<file path="config.mk">
export PLATFORM = sky130hd
export DESIGN_NAME = keypad_matrix_scanner
export DESIGN_NICKNAME = d
export VERILOG_FILES = /design/src/rtl/keypad_pkg.sv /design/src/rtl/key_sync.sv /design/src/rtl/keypad_matrix_scanner.sv
export SDC_FILE = /design/constraint.sdc
export NUM_CORES = 1
export LEC_CHECK = 0
export BUFFER_PORTS_ARGS = -buffer_cell sky130_fd_sc_hd__buf_2
export CORE_ASPECT_RATIO = 0.5
export CORE_MARGIN = 4
export CORE_UTILIZATION = 55
export DETAILED_ROUTE_END_ITERATION = 8
export PLACE_DENSITY = 0.78
export RECOVER_POWER = 100
export SYNTH_ARGS = -nofsm -noshare
export SYNTH_HDL_FRONTEND = slang
export SYNTH_SLANG_ARGS = --single-unit
</file>
<file path="constraint.sdc">
create_clock -name clk -period 2.8 [get_ports clk]
set_clock_uncertainty 0.2 [all_clocks]
set_input_delay 0.14 -clock clk [delete_from_list [all_inputs] [get_ports clk]]
set_output_delay 0.14 -clock clk [all_outputs]
set_load 0.02 [all_outputs]
</file>
<file path="src/rtl/keypad_pkg.sv">
// keypad_pkg: shared states, key codes and the row/column to code map for the keypad scanner.
package keypad_pkg;

    typedef enum logic [1:0] {SCAN, DEBOUNCE, PRESSED} state_e;

    typedef struct packed {
        logic [1:0] row;
        logic [1:0] col;
    } key_pos_t;

    localparam logic [3:0] KEY_NONE      = 4'hF;
    localparam logic [3:0] KEY_BACKSPACE = 4'hC;
    localparam key_pos_t   KEY_ENTER_POS = '{row: 2'd3, col: 2'd2};

    // '#' maps to KEY_NONE so it can never leak onto the key code bus
    function automatic logic [3:0] key_code(input logic [1:0] row, input logic [1:0] col);
        if (col == 2'd3)
            return row == 2'd0 ? 4'hA : row == 2'd1 ? 4'hB : row == 2'd2 ? KEY_BACKSPACE : 4'hD;
        if (row != 2'd3)
            return {2'b00, row} * 4'd3 + {2'b00, col} + 4'd1;
        return col == 2'd0 ? 4'hE : col == 2'd1 ? 4'h0 : KEY_NONE;
    endfunction

endpackage

</file>
<file path="src/rtl/key_sync.sv">
// key_sync: two-flop synchronizer for asynchronous inputs, reset to all-ones (idle pulled-up level).
module key_sync #(
    parameter int W = 4
) (
    input  logic         clk,
    input  logic         rstn,
    input  logic [W-1:0] d,
    output logic [W-1:0] q
);

    logic [W-1:0] meta_q, sync_q;

    always_ff @(posedge clk) begin
        if (!rstn) begin
            meta_q <= '1;
            sync_q <= '1;
        end else begin
            meta_q <= d;
            sync_q <= meta_q;
        end
    end

    assign q = sync_q;

endmodule

</file>
<file path="src/rtl/keypad_matrix_scanner.sv">
// keypad_matrix_scanner: column-scans a 4x4 keypad, debounces press and release,
// and presents one key code per press on key_data ('#' only pulses key_enter).
module keypad_matrix_scanner
    import keypad_pkg::*;
#(
    parameter int SCAN_DIV     = 100000,
    parameter int DEBOUNCE_CNT = 20
) (
    input  logic       clk,
    input  logic       rstn,
    input  logic [3:0] row_in,
    output logic [3:0] col_out,
    output logic [3:0] key_data,
    output logic       key_valid,
    output logic       key_enter
);

    localparam int SW = $clog2(SCAN_DIV);
    localparam int DW = $clog2(DEBOUNCE_CNT + 1);

    state_e        state_q, state_d;
    logic [1:0]    col_q, col_d, row_q, row_d;
    logic [SW-1:0] slot_q, slot_d;
    logic [DW-1:0] dbc_q, dbc_d;
    logic [3:0]    key_data_q, key_data_d;
    logic          key_valid_q, key_valid_d, key_enter_q, key_enter_d;

    logic [3:0]    row_s;
    logic          sample, any_low, is_enter;
    logic [1:0]    low_idx;
    logic [DW-1:0] dbc_inc;

    key_sync #(.W(4)) u_row_sync (.clk(clk), .rstn(rstn), .d(row_in), .q(row_s));

    // sampling only at the end of a slot gives the column drive a full slot to settle
    assign sample   = slot_q == SW'(SCAN_DIV - 1);
    assign any_low  = ~&row_s;
    assign low_idx  = !row_s[0] ? 2'd0 : !row_s[1] ? 2'd1 : !row_s[2] ? 2'd2 : 2'd3;
    assign dbc_inc  = dbc_q + 1'b1;
    assign is_enter = {row_q, col_q} == KEY_ENTER_POS;

    always_comb begin
        slot_d      = sample ? '0 : slot_q + 1'b1;
        state_d     = state_q;
        col_d       = col_q;
        row_d       = row_q;
        dbc_d       = dbc_q;
        key_data_d  = key_data_q;
        key_valid_d = 1'b0;
        key_enter_d = 1'b0;
        if (sample) begin
            case (state_q)
                SCAN: begin
                    if (any_low) begin
                        row_d   = low_idx;
                        dbc_d   = DW'(1);
                        state_d = DEBOUNCE;
                    end else begin
                        col_d = col_q + 2'd1;
                    end
                end
                DEBOUNCE: begin
                    if (any_low && low_idx == row_q) begin
                        dbc_d = dbc_inc;
                        if (dbc_inc == DW'(DEBOUNCE_CNT)) begin
                            state_d     = PRESSED;
                            dbc_d       = '0;
                            key_data_d  = is_enter ? KEY_NONE : key_code(row_q, col_q);
                            key_valid_d = !is_enter;
                            key_enter_d = is_enter;
                        end
                    end else begin
                        state_d = SCAN;
                        col_d   = col_q + 2'd1;
                    end
                end
                PRESSED: begin
                    // dbc now counts consecutive release samples of the owning row only
                    dbc_d = row_s[row_q] ? dbc_inc : '0;
                    if (row_s[row_q] && dbc_inc == DW'(DEBOUNCE_CNT)) begin
                        state_d    = SCAN;
                        col_d      = col_q + 2'd1;
                        dbc_d      = '0;
                        key_data_d = KEY_NONE;
                    end
                end
                default: state_d = SCAN;
            endcase
        end
    end

    always_ff @(posedge clk) begin
        if (!rstn) begin
            state_q     <= SCAN;
            col_q       <= 2'd0;
            row_q       <= 2'd0;
            slot_q      <= '0;
            dbc_q       <= '0;
            key_data_q  <= KEY_NONE;
            key_valid_q <= 1'b0;
            key_enter_q <= 1'b0;
        end else begin
            state_q     <= state_d;
            col_q       <= col_d;
            row_q       <= row_d;
            slot_q      <= slot_d;
            dbc_q       <= dbc_d;
            key_data_q  <= key_data_d;
            key_valid_q <= key_valid_d;
            key_enter_q <= key_enter_d;
        end
    end

    assign col_out   = ~(4'b0001 << col_q);
    assign key_data  = key_data_q;
    assign key_valid = key_valid_q;
    assign key_enter = key_enter_q;

endmodule

</file>
# Yosys cells after proc, flatten, opt, wreduce, memory -nomap -nowiden

Cells that the tools add are included.
Widths: inputs -> output; s select.

Flip-flop bits (word level): 42
Latch bits: 0
Bits in writable memories: 0
Bits in read-only memories: 0
Bits of input ports: 6
Output and inout port bits: 10
Logic and storage cells: 101
Memories kept: 0

Add/subtract/negate cells: 5
Multipliers: 1
Divide/modulo/power cells: 0
Magnitude comparators: 1
Equality and inequality tests: 18
Shift operators: 1
Multiplexer cells: 45
Bitwise gates (word level): 3
Reductions and logical operators: 17

Operators with widths:

| cell                  | count |
|---|---|
| $mux 4                | 10 |
| $mux 5                | 5 |
| $mux 2                | 9 |
| $add 17x1->17 const B | 1 |
| $eq 17x17->1 const B  | 1 |
| $pmux 5 s3            | 1 |
| $reduce_and 5->1      | 3 |
| $mux 1                | 14 |
| $ne 2x2->1 const B    | 7 |
| $pmux 2 s3            | 2 |
| $reduce_and 4->1      | 3 |
| $pmux 4 s2            | 1 |
| $eq 2x1->1 const B    | 3 |
| $eq 2x2->1 const B    | 3 |
| $logic_not 2->1       | 3 |
| $mux 3                | 2 |
| $add 5x1->5 const B   | 1 |
| $eq 5x5->1 const B    | 1 |
| $add 4x1->4 const B   | 1 |
| $add 4x2->4           | 1 |
| $eq 4x4->1 const B    | 1 |
| $mul 2x2->4 const B   | 1 |
| $not 4->4             | 1 |
| $shl 1x2->4 const A   | 1 |
| 12 further kinds      | 15 |

# Longest topological paths before layout

Gate-level depths: netlist (run 1).

Word-level depth: 19
Mapped depth: 7
Gate-level depth less buffers: 7

# By module

A second synthesis (run 1) with hierarchy kept.

Cell total of the unflattened synthesis: 275
Area, all modules: 2394.8 µm²

By module, submodules not included:

| module                | times used | cells an instance | area an instance (µm²) | sequential area each (µm²) |
|---|---|---|---|---|
| keypad_matrix_scanner | 1          | 259               | 2184.6                 | 680.7 |
| key_sync              | 1          | 16                | 210.2                  | 160.2 |

# Worst setup path after synthesis (run 1)

OpenSTA, ideal clock, no wires.

Kind: flip-flop to flip-flop
From: register slot_q[8]
To: register col_q[0]
Setup time: 0.072 ns
Arrival time: 2.283 ns
Required time: 2.528 ns
Slack: 0.246 ns
Cell stages (with the launch flop): 7
Buffers on the path: 1
Period minus slack after synthesis: 2.554 ns
Path through: dfxtp_1 -> or4b_1 -> or4_1 -> buf_2 -> or3b_1 -> a211oi_2 -> mux2i_1

Longest elaborated chain between the ends: 2

Ends and longest elaborated chain:

| element                    | line                         | text |
|---|---|---|
| from (decl)                | keypad_matrix_scanner.sv:23  | `logic [SW-1:0] slot_q, slot_d;` |
| from (signal assigned)     | keypad_matrix_scanner.sv:106 | `slot_q <= slot_d;` |
| $eq 17x17->1               | keypad_matrix_scanner.sv:36  | `assign sample = slot_q == SW'(SCAN_DIV - 1);` |
| $reduce_and 5->1 (no line) | --                           |  |
| to (signal assigned)       | keypad_matrix_scanner.sv:104 | `col_q <= col_d;` |
| to (decl)                  | keypad_matrix_scanner.sv:22  | `logic [1:0] col_q, col_d, row_q, row_d;` |

Every way passes these cells.
A chain may end at the register's enable or synchronous reset.

# Worst setup path in the final report (run 1)

Ends and elaborated chain as after synthesis.

==> out/qor.yml, run 1 <==
status: "complete, no violations"
grt_pass1_vias: 1808
yosysTopAreaCell: "dfxtp_1"
ys_types: 52
drc: 0
placed_area_sq_mm: 0.002509
synthTopCellsByCount: "42 x dfxtp_1, 25 x nor2_1, 18 x ha_1, 18 x inv_1, 18 x nand2_1"
worstSetupPathType: "flip-flop to flip-flop"
dp_hpwl_mm: 3.367
post-place-ws_ns: 0.08674
initial_core_util_pct: 58.84
post-route-min-period_ns: 2.648
cts_setup_buffers: 0
syn_avg_cell_area_sq_um: 8.891
drv_cap: 0
cts_tree: "yes"
grt_setup_unrepaired: "no"
critPathArrivalTime_ns: 2.67
via_count: 1940
cp_data_required_time_ns: 2.83
wl_per_cell_microns: 13.88
crit_chain: "or4b_1 -> or4_4 -> or3b_1 -> a211oi_2 -> mux2i_1"
tns_ns: 0
ys_seq_elements: 42
place_congestion: 0.7997
row_count: 16
cts_buffer_depth: 2
firstDrtPassIters: 4
gr-total-overflow: 0
synth_area_sq_mm: 0.002356
worst_pin_slew_ns: 1.285
worstSetupEndpointType: "flip-flop"
synth_top_area_share_pct: 35.69
cts-htree-levels: 2
grt_use_met1_pct: 22.54
clk_pin_slew_ns: 0.09
setup_violations: 0
postSynthCellCount: 265
hold_viol_final: 0
finalNetCount: 315
slew_headroom_pct: 14.35
ir_drop_v: 0.0002126
setup_ws_ns: 0.1519
numCtsBuffers: 5
clock-sinks: 42
drive_gt1_share_pct: 7.586
drt_iter0_markers: 117
placed_cells: 332
hold_class: "flip-flop to flip-flop"
period_share_pct: 94.58
grt_start_max_net_pins: 33
ys_seq_area_share_pct: 35.69
crit_path_max_fanout: 9
dieArea_sq_mm: 0.005458
synth-edff-count: 0
design_area_sq_mm: 0.002635
wirelength_mm: 4.773
fmax_ghz: 0.3776
die_y_microns: 54.28
use_met3_pct: 4.707
ant_nets: 0
ios: 16
p_per_area_mw_per_mm2: 432.4
die_w_microns: 100.6
utilization_pct: 65.81
async_reset_ff_share_pct: 0
start_kind: "flip-flop"
power.leakage_nw: 1.012
ys.flop_type: "dfxtp_1"
grt_pass1_wl_mm: 8.031
yosysMostFrequentCell: "dfxtp_1"
insertedDiodeCount: 0
ys_top_cells_by_area: "dfxtp_1 36%, ha_1 9.6%, nor2_1 4.0%"
antenna_found_initial: 0
viasPerCell: 5.640
track_usage_pct: 18.81
port_buffers: 15
drv_slew: 0
syn_to_final_growth_pct: 11.84
ys_warn_count: 0
crit_path_top_delay_cell: "or4_4"
slowest_delay_ns: 0.62
cts_root_buf: "clkbuf_8"
grt_most_used_layer: "met2"
synth_fp_nets: 291
grtUsageMet2_pct: 33.44
clock_latency_ns: 0.30
core_sq_mm: 0.004004
final_cells: 344
cell families (layout without fill, tap and decap cells):
family | Yosys count | after routing | share of synthesized area [%]
AOI/OAI and AO/OA | 43 | 43 | 12.43
xor gates and xnor gates | 14 | 14 | 5.205
adders and majority gates | 20 | 20 | 11.26
buffers and inverters | 25 | 50 | 4.036
DFF | 42 | 42 | 35.69
muxes | 11 | 11 | 5.364
and+or+nand+nor | 110 | 110 | 26.02
per-layer routing:
| metal | wire length, microns | up-vias |
|---|---|---|
| met5 | 0 | - |
| met4 | 37 | 0 |
| met3 | 192 | 3 |
| met2 | 2287 | 40 |
| met1 | 2256 | 913 |
| li1 | - | 984 |
metrics by stage:
| stage | power (mW) | hold WS (ns) |
|---|---|---|
| final | 1.140 | 0.2162 |
| after floorplan | 0.6499 | 0.04147 |
| after global routing | 1.175 | 0.2418 |
| after CTS | 1.147 | 0.07852 |
| after detailed placement | 0.6609 | 0.1225 |
| after global placement | 0.6595 | 0.1219 |
area by class of cell:
type	instances	area [sq um]
Inverter	18	67.56
Clock inverter	3	43.79
Sequential cell	42	840.8
Tap cell	54	67.56
Multi-Input combinational cell	198	1419
Fill cell	341	1369
Clock buffer	5	68.82
Timing Repair Buffer	24	127.6
worst max-delay path, delay by kind of cell (launching register included):
family / cells / cell delay (ns)
AO/OA/AOI/OAI: 1 / 0.24
flip-flops: 1 / 0.36
multiplexers: 1 / 0.21
AND/OR/NAND/NOR: 3 / 1.57
path summary, 6_finish.rpt:
kind | startpoint | endpoint | slack, ns | depth (start not counted)
min reg2reg | u_row_sync.meta_q[0]$_SDFF_PN1_ | u_row_sync.q[0]$_SDFF_PN1_ | 0.22 | 1
max reg2reg | slot_q[8]$_SDFF_PP0_ | col_q[0]$_SDFFE_PN0P_ | 0.15 | 5
max | slot_q[8]$_SDFF_PP0_ | col_q[0]$_SDFFE_PN0P_ | 0.15 | 5
min | u_row_sync.meta_q[0]$_SDFF_PN1_ | u_row_sync.q[0]$_SDFF_PN1_ | 0.22 | 1
sequential cells by signal (all words and copies together) (netlist names):
register           flops
col_q                  2
dbc_q                  5
key_data               4
key_enter              1
key_valid              1
row_q                  2
slot_q                17
state_q                2
u_row_sync.meta_q      4
u_row_sync.q           4
repair_timing:
| action | 4_1_cts | 5_1_grt |
|---|---|---|
| endpoints found under the setup margin | 0 | 6 |
| hold endpoints to repair | 4 | 0 |
| hold buffers | 4 | 0 |
| resized for setup | 0 | 1 |
power breakdown:
part | total [mW] | switching, mW | internal [mW]
Sequential | 0.613 | 0.00703 | 0.606
Combinational | 0.0389 | 0.0222 | 0.0167
Clock | 0.488 | 0.221 | 0.267
Total | 1.14 | 0.250 | 0.890
layout by cell type, fill, tap and decap left out, types with 2 or more instances in the layout:
master,count
dfxtp_1,42
nor2_1,25
inv_1,18
nand2_1,18
ha_1,18
clkbuf_1,14
a21oi_1,12
nand2b_1,12
nand3_1,10
o21ai_0,10
nand4_1,9
mux2i_1,7
xnor2_1,7
xor2_1,7
clkbuf_8,5
nor3_1,4
and3_1,4
dlygate4sd3_1,4
buf_2,4
nor2b_1,3
o2111ai_1,3
and2_1,3
o211ai_1,3
a21o_1,2
a31oi_1,2
or4bb_1,2
nor4_1,2
a32o_1,2
nor3b_1,2
a211oi_1,2
and4_1,2
mux2_1,2
or3_1,2
fa_1,2
buf_4,2
No activity file was read; power rests on OpenSTA's default activity.
==> run 2, diff against run 1 <==
--- a/config.mk
+++ b/config.mk
@@ -8,9 +8,9 @@
 export BUFFER_PORTS_ARGS = -buffer_cell sky130_fd_sc_hd__buf_2
 export CORE_ASPECT_RATIO = 0.5
 export CORE_MARGIN = 4
-export CORE_UTILIZATION = 55
+export CORE_UTILIZATION = 54
 export DETAILED_ROUTE_END_ITERATION = 8
-export PLACE_DENSITY = 0.78
+export PLACE_DENSITY = 0.79
 export RECOVER_POWER = 100
 export SYNTH_ARGS = -nofsm -noshare
 export SYNTH_HDL_FRONTEND = slang
==> constraint.sdc (replaced) <==
create_clock -name clk -period 2.35 [get_ports clk]
set_clock_uncertainty 0.2 [all_clocks]
set_input_delay 0.1175 -clock clk [delete_from_list [all_inputs] [get_ports clk]]
set_output_delay 0.1175 -clock clk [all_outputs]
set_load 0.02 [all_outputs]
==> out/qor.yml, run 2 (same netlist as run 1, synthesis figures left out) <==
status: "finished with violations"
violations: "setup timing"
numCtsBuffers: 5  # unchanged
track_usage_pct: 21.52  # +2.7 points
cts_root_buf: "clkbuf_8"
grt_pass1_wl_mm: 9.135  # +14%
intPower_mw: 1.064  # +20%
ir_drop_v: 0.0002624  # +23%
clock-sinks: 42  # unchanged
grt_setup_unrepaired: "yes"
die_y_microns: 54.71  # +0.78%
r2r-start: "slot_q[12]$_SDFF_PP0_"
cts-htree-levels: 2  # unchanged
cts_tree: "yes"
hold_class: "input port to flip-flop"
swShare_pct: 21.99  # +0.072 points
dieArea_sq_mm: 0.005548  # +1.6%
slew_headroom_pct: 63.21  # +49 points
drive_gt1_share_pct: 19.05  # +11 points
period_share_pct: 112.2  # +18 points
design_area_sq_mm: 0.002907  # +10%
wirelength_mm: 5.670  # +19%
r2r_slack_ns: -0.29  # -0.44 ns
hold_viol_final: 0  # unchanged
critPathArrivalTime_ns: 2.66  # about the same
firstDrtPassIters: 4  # unchanged
drv_slew: 0  # unchanged
worst_pin_slew_ns: 0.5519  # -0.7329 ns
via_count: 2121  # +9.3%
grt_pass1_vias: 2057  # +14%
gr-total-overflow: 0  # unchanged
pwr-share-clk_pct: 42.2  # -0.6 points
cp_data_required_time_ns: 2.37  # -0.46 ns
clock_latency_ns: 0.30  # about the same
worstSetupEndpointType: "flip-flop"
p_per_area_mw_per_mm2: 469.2  # +8.5%
port_buffers: 15  # unchanged
cts_buffer_depth: 2  # unchanged
crit_path_max_fanout: 4  # -5
r2r-end: "col_q[0]$_SDFFE_PN0P_"
power.leakage_nw: 1.158  # +14%
placed_area_sq_mm: 0.002688  # +7.1%
power_frac_comb_pct: 4.3  # +0.9 points
finalNetCount: 340  # +7.9%
final_common_cell: "dfxtp_1"
post-route-min-period_ns: 2.637  # -0.01108 ns
dp_hpwl_mm: 3.808  # +13%
post-place-ws_ns: -0.2466  # -0.3334 ns
crit_path_end: "col_q[0]$_SDFFE_PN0P_"
mostFrequentLayoutCells: "40 x dfxtp_1, 26 x buf_4, 24 x nor2_1"
setup_ws_ns: -0.2871  # -0.4389 ns
setup_violations: 15  # +15
viasPerCell: 5.748  # +1.9%
clk_pin_slew_ns: 0.08  # about the same
largest_reg_flops: 17  # unchanged
crit_start: "slot_q[12]$_SDFF_PP0_"
initial_core_util_pct: 58.26  # -0.58 points
drc: 0  # unchanged
wl_per_cell_microns: 15.37  # +11%
drt_iter0_markers: 61  # -48%
p_seq_share_pct: 53.5  # -0.3 points
insertedDiodeCount: 0  # unchanged
place_congestion: 0.8459  # +5.8%
ant_nets: 0  # unchanged
start_kind: "flip-flop"
die_w_microns: 101.4  # +0.85%
reg_top3: "slot_q (17), dbc_q (5)"
core_sq_mm: 0.004044  # +1.0%
syn_to_final_growth_pct: 23.37
r2r_cells: 5  # unchanged
antenna_found_initial: 0  # unchanged
ios: 16  # unchanged
grt_start_max_net_pins: 33  # unchanged
worstSetupPathType: "flip-flop to flip-flop"
row_count: 16  # unchanged
fmax_ghz: 0.3792  # +0.42%
power.switching_uw: 299.9  # +20%
top_register: "slot_q"
drv_cap: 0  # unchanged
run 2: changes by cell type in the layout (fill, tap and decap cells not counted), moves of 2 or more:
cell     change
a21oi_1      -2
a21oi_2      +2
buf_4       +24
buf_6        +2
dfxtp_1      -2
dfxtp_2      +2
nand3_1      -2
nand3_2      +2
o21ai_0      -2
o21ai_1      +2
run 2: worst min-delay path by stage:
| stage | startpoint | to | slack, ns | cells past startpoint |
|---|---|---|---|---|
| after floorplan | row_in[0] | u_row_sync.meta_q[0]$_SDFF_PN1_ | 0.02 | 1 |
| after global placement | row_in[1] | u_row_sync.meta_q[1]$_SDFF_PN1_ | 0.1 | 2 |
| after detailed placement | row_in[2] | u_row_sync.meta_q[2]$_SDFF_PN1_ | 0.10 | 2 |
| after CTS | rstn | u_row_sync.meta_q[1]$_SDFF_PN1_ | 0.05 | 2 |
| after global routing | rstn | u_row_sync.meta_q[2]$_SDFF_PN1_ | 0.08 | 2 |
| final | rstn | u_row_sync.q[2]$_SDFF_PN1_ | 0.06 | 2 |
run 2: repair_timing:
action                                 CTS  global route
hold buffers                             4             0
buffers inserted                         0             3
gates resized for setup                  4            14
setup endpoints to repair               13            15
gates cloned                             0             0
pin swaps                                1             6
endpoints found under the hold margin    4             0
run 2: layer usage:
layer	GRT usage [%]	wire [microns]	up-vias
li1	-	-	1032
met3	5.344	341	12
met5	0	0	-
met1	24.06	2424	1008
met2	40.04	2811	69
met4	9.492	93	0
run 2: cell type report:
class	count	area (sq um)
Clock buffer	6	72.57
Clock inverter	2	37.54
Fill cell	294	1137
Inverter	18	67.56
Multi-Input combinational cell	198	1475
Sequential cell	42	843.3
Tap cell	54	67.56
Timing Repair Buffer	49	342.8
run 2: stage by stage:
stage / power (mW) / setup TNS, ns / instances / hold WS [ns] / utilization, %
final: 1.364 / -3.138 / 369 / 0.06236 / 71.88
after global placement: 0.7925 / -1.433 / 354 / 0.09778 / 66.46
after floorplan: 0.7744 / -0.9818 / 265 / 0.01897 / -
after detailed placement: 0.7947 / -2.049 / 354 / 0.1011 / 66.46
after CTS: 1.365 / -1.337 / 366 / 0.04986 / 70.51
after global routing: 1.417 / -4.122 / 369 / 0.08337 / 71.88
run 2: critical path: stages, from the launching register on:
cell and delay [ns]:
dfxtp_2 0.33, or4b_4 0.54, or4_4 0.58, or3b_4 0.42, a211oi_4 0.22, mux2i_1 0.27
run 2: power by group through the flow:
stage | logic, mW | registers [mW] | clock network [mW]
2_1_floorplan | 0.0299 | 0.744 | 0
5_1_grt | 0.0641 | 0.731 | 0.622
4_1_cts | 0.0544 | 0.729 | 0.581
3_5_place_dp | 0.0487 | 0.746 | 0
3_3_place_gp | 0.0473 | 0.745 | 0
6_report | 0.0591 | 0.730 | 0.575
==> run 3, diff against run 2 <==
--- a/config.mk
+++ b/config.mk
@@ -5,13 +5,13 @@
 export SDC_FILE = /design/constraint.sdc
 export NUM_CORES = 1
 export LEC_CHECK = 0
-export BUFFER_PORTS_ARGS = -buffer_cell sky130_fd_sc_hd__buf_2
 export CORE_ASPECT_RATIO = 0.5
 export CORE_MARGIN = 4
-export CORE_UTILIZATION = 54
+export CORE_UTILIZATION = 55
 export DETAILED_ROUTE_END_ITERATION = 8
-export PLACE_DENSITY = 0.79
-export RECOVER_POWER = 100
+export DONT_BUFFER_PORTS = 1
+export PLACE_DENSITY = 0.77
+export RECOVER_POWER = 25
 export SYNTH_ARGS = -nofsm -noshare
 export SYNTH_HDL_FRONTEND = slang
 export SYNTH_SLANG_ARGS = --single-unit
==> out/qor.yml, run 3 (same netlist as run 1, synthesis figures left out) <==
status: "finished with violations"
violations: "setup timing"
wirelength_mm: 5.502  # -3.0%
grt_start_max_net_pins: 28  # -15%
r2r-start: "slot_q[13]$_SDFF_PP0_"
worst_pin_slew_ns: 0.9734  # +0.4215 ns
clk_pin_slew_ns: 0.08  # about the same
finalNetCount: 332  # -2.4%
drv_cap: 0  # unchanged
firstDrtPassIters: 5  # +1
drv_slew: 0  # unchanged
reg_top3: "slot_q (17), dbc_q (5)"
crit_chain: "or4bb_4 -> or4_4 -> or3b_1 -> a211oi_2 -> mux2i_1"
dieArea_sq_mm: 0.005458  # -1.6%
port_buffers: 0  # -15
core_sq_mm: 0.004004  # -0.99%
crit_path_top_delay_cell: "or4_4"
die_y_microns: 54.28  # -0.78%
setup_violations: 27  # +12
ir_drop_v: 0.0002477  # -5.6%
start_kind: "flip-flop"
r2r-end: "col_q[0]$_SDFFE_PN0P_"
design_area_sq_mm: 0.002888  # -0.65%
post-route-min-period_ns: 2.589  # -0.04826 ns
cts_buffer_depth: 2  # unchanged
numCtsBuffers: 5  # unchanged
clock-sinks: 42  # unchanged
hold_path_depth: 2  # unchanged
crit_path_max_fanout: 3  # -1
die_w_microns: 100.6  # -0.84%
cts_root_buf: "clkbuf_8"
whs_endpoint: "u_row_sync.q[1]$_SDFF_PN1_"
ios: 16  # unchanged
via_count: 2066  # -2.6%
dp_hpwl_mm: 3.426  # -10%
ant_nets: 0  # unchanged
cts_tree: "yes"
power.leakage_nw: 1.159  # about the same
wl_per_cell_microns: 15.24  # -0.81%
hold_class: "input port to flip-flop"
setup_ws_ns: -0.2388  # +0.04826 ns
antenna_found_initial: 0  # unchanged
worstSetupEndpointType: "flip-flop"
drc: 0  # unchanged
syn_to_final_growth_pct: 22.57
path_buf_inv: 0  # unchanged
period_share_pct: 110.2  # -2.1 points
hold_viol_final: 0  # unchanged
cp_data_required_time_ns: 2.38  # about the same
p_per_area_mw_per_mm2: 473.4  # +0.88%
r2r_cells: 5  # unchanged
drt_iter0_markers: 67  # +9.8%
top_register: "slot_q"
critPathArrivalTime_ns: 2.61  # -0.05 ns
viasPerCell: 5.723  # -0.43%
hold_slack_ns: 0.2169  # +0.1545 ns
mostFrequentLayoutCells: "38 x dfxtp_1, 31 x buf_4, 24 x nor2_1"
crit_family: "simple AND/OR/NAND/NOR gates"
hold_start: "rstn"
gr-total-overflow: 0  # unchanged
fmax_ghz: 0.3863  # +1.9%
final_common_cell: "dfxtp_1"
r2r_slack_ns: -0.24  # +0.05 ns
slowest_delay_ns: 0.55  # -0.03 ns
tns_ns: -2.481  # +0.6573 ns
drive_gt1_share_pct: 19.87  # +0.82 points
place_congestion: 0.8403  # -0.66%
placed_area_sq_mm: 0.002592  # -3.5%
row_count: 16  # unchanged
initial_core_util_pct: 58.84  # +0.58 points
grt_pass1_vias: 1889  # -8.2%
cts-htree-levels: 2  # unchanged
grt_setup_unrepaired: "yes"
largest_reg_flops: 17  # unchanged
insertedDiodeCount: 0  # unchanged
track_usage_pct: 20.22  # -1.3 points
clock_latency_ns: 0.30  # about the same
slew_headroom_pct: 34.89  # -28 points
grt_pass1_wl_mm: 8.362  # -8.5%
worstSetupPathType: "flip-flop to flip-flop"
==> run 3: cell types whose count changed in the layout (fill, tap and decap cells not counted), moves of 2 or more <==
| cell | previous run | this run |
|---|---|---|
| dfxtp_1 | 40 | 38 |
| clkbuf_1 | 13 | 1 |
| buf_2 | 4 | 0 |
| dfxtp_2 | 2 | 4 |
| dlygate4sd3_1 | 4 | 8 |
| buf_4 | 26 | 31 |
==> run 3: worst reg2reg max path, stage by stage, from the launching register on <==
cell and delay (ns):
dfxtp_2 0.33, or4bb_4 0.54, or4_4 0.55, or3b_1 0.41, a211oi_2 0.26, mux2i_1 0.23
==> run 3: report_power, final <==
part / switching [mW] / internal, mW
sequential: 0.00792 / 0.722
combinational: 0.0317 / 0.0262
clock: 0.262 / 0.317
==> run 3: how the worst max path moves through the flow <==
| stage | from | end | depth (start not counted) |
|---|---|---|---|
| after floorplan | slot_q[12]$_SDFF_PP0_ | col_q[0]$_SDFFE_PN0P_ | 6 |
| after global placement | slot_q[12]$_SDFF_PP0_ | col_q[1]$_SDFFE_PN0P_ | 5 |
| after detailed placement | slot_q[12]$_SDFF_PP0_ | col_q[0]$_SDFFE_PN0P_ | 5 |
| after CTS | slot_q[13]$_SDFF_PP0_ | col_q[0]$_SDFFE_PN0P_ | 5 |
| after global routing | slot_q[13]$_SDFF_PP0_ | state_q[1]$_SDFFE_PN0P_ | 6 |
| final | slot_q[13]$_SDFF_PP0_ | col_q[0]$_SDFFE_PN0P_ | 5 |
==> run 3: per-stage QoR <==
step / utilization [%] / cells / power (mW) / setup WS (ns)
after global routing: 72.13 / 361 / 1.412 / -0.3058
final: 72.13 / 361 / 1.367 / -0.2388
after CTS: 70.41 / 357 / 1.360 / -0.2355
after detailed placement: 64.75 / 338 / 0.7811 / -0.2747
after global placement: 64.75 / 338 / 0.7794 / -0.1979
after floorplan: - / 265 / 0.7744 / -0.2033
==> run 3: area by class of cell <==
cell class | count | area [sq um]
Inverter | 18 | 67.56
Clock buffer | 6 | 72.57
Multi-Input combinational cell | 198 | 1461
Fill cell | 285 | 1116
Sequential cell | 42 | 845.8
Clock inverter | 2 | 37.54
Tap cell | 54 | 67.56
Timing Repair Buffer | 41 | 335.3
==> run 3: what timing repair did <==
item | in CTS | in global routing
hold buffers | 8 | 0
endpoints found under the hold margin | 41 | 0
endpoints found under the setup margin | 13 | 29
pin swaps | 4 | 6
gates resized for setup | 5 | 13
setup buffers | 3 | 3
gates cloned | 0 | 1
==> run 3: routing by layer <==
layer	vias to the layer above	routed length [microns]	global-route usage (%)
li1	1016	-	-
met1	978	2492	23.95
met2	62	2608	34.98
met3	10	299	5.598
met4	0	101	9.843
met5	-	0	0
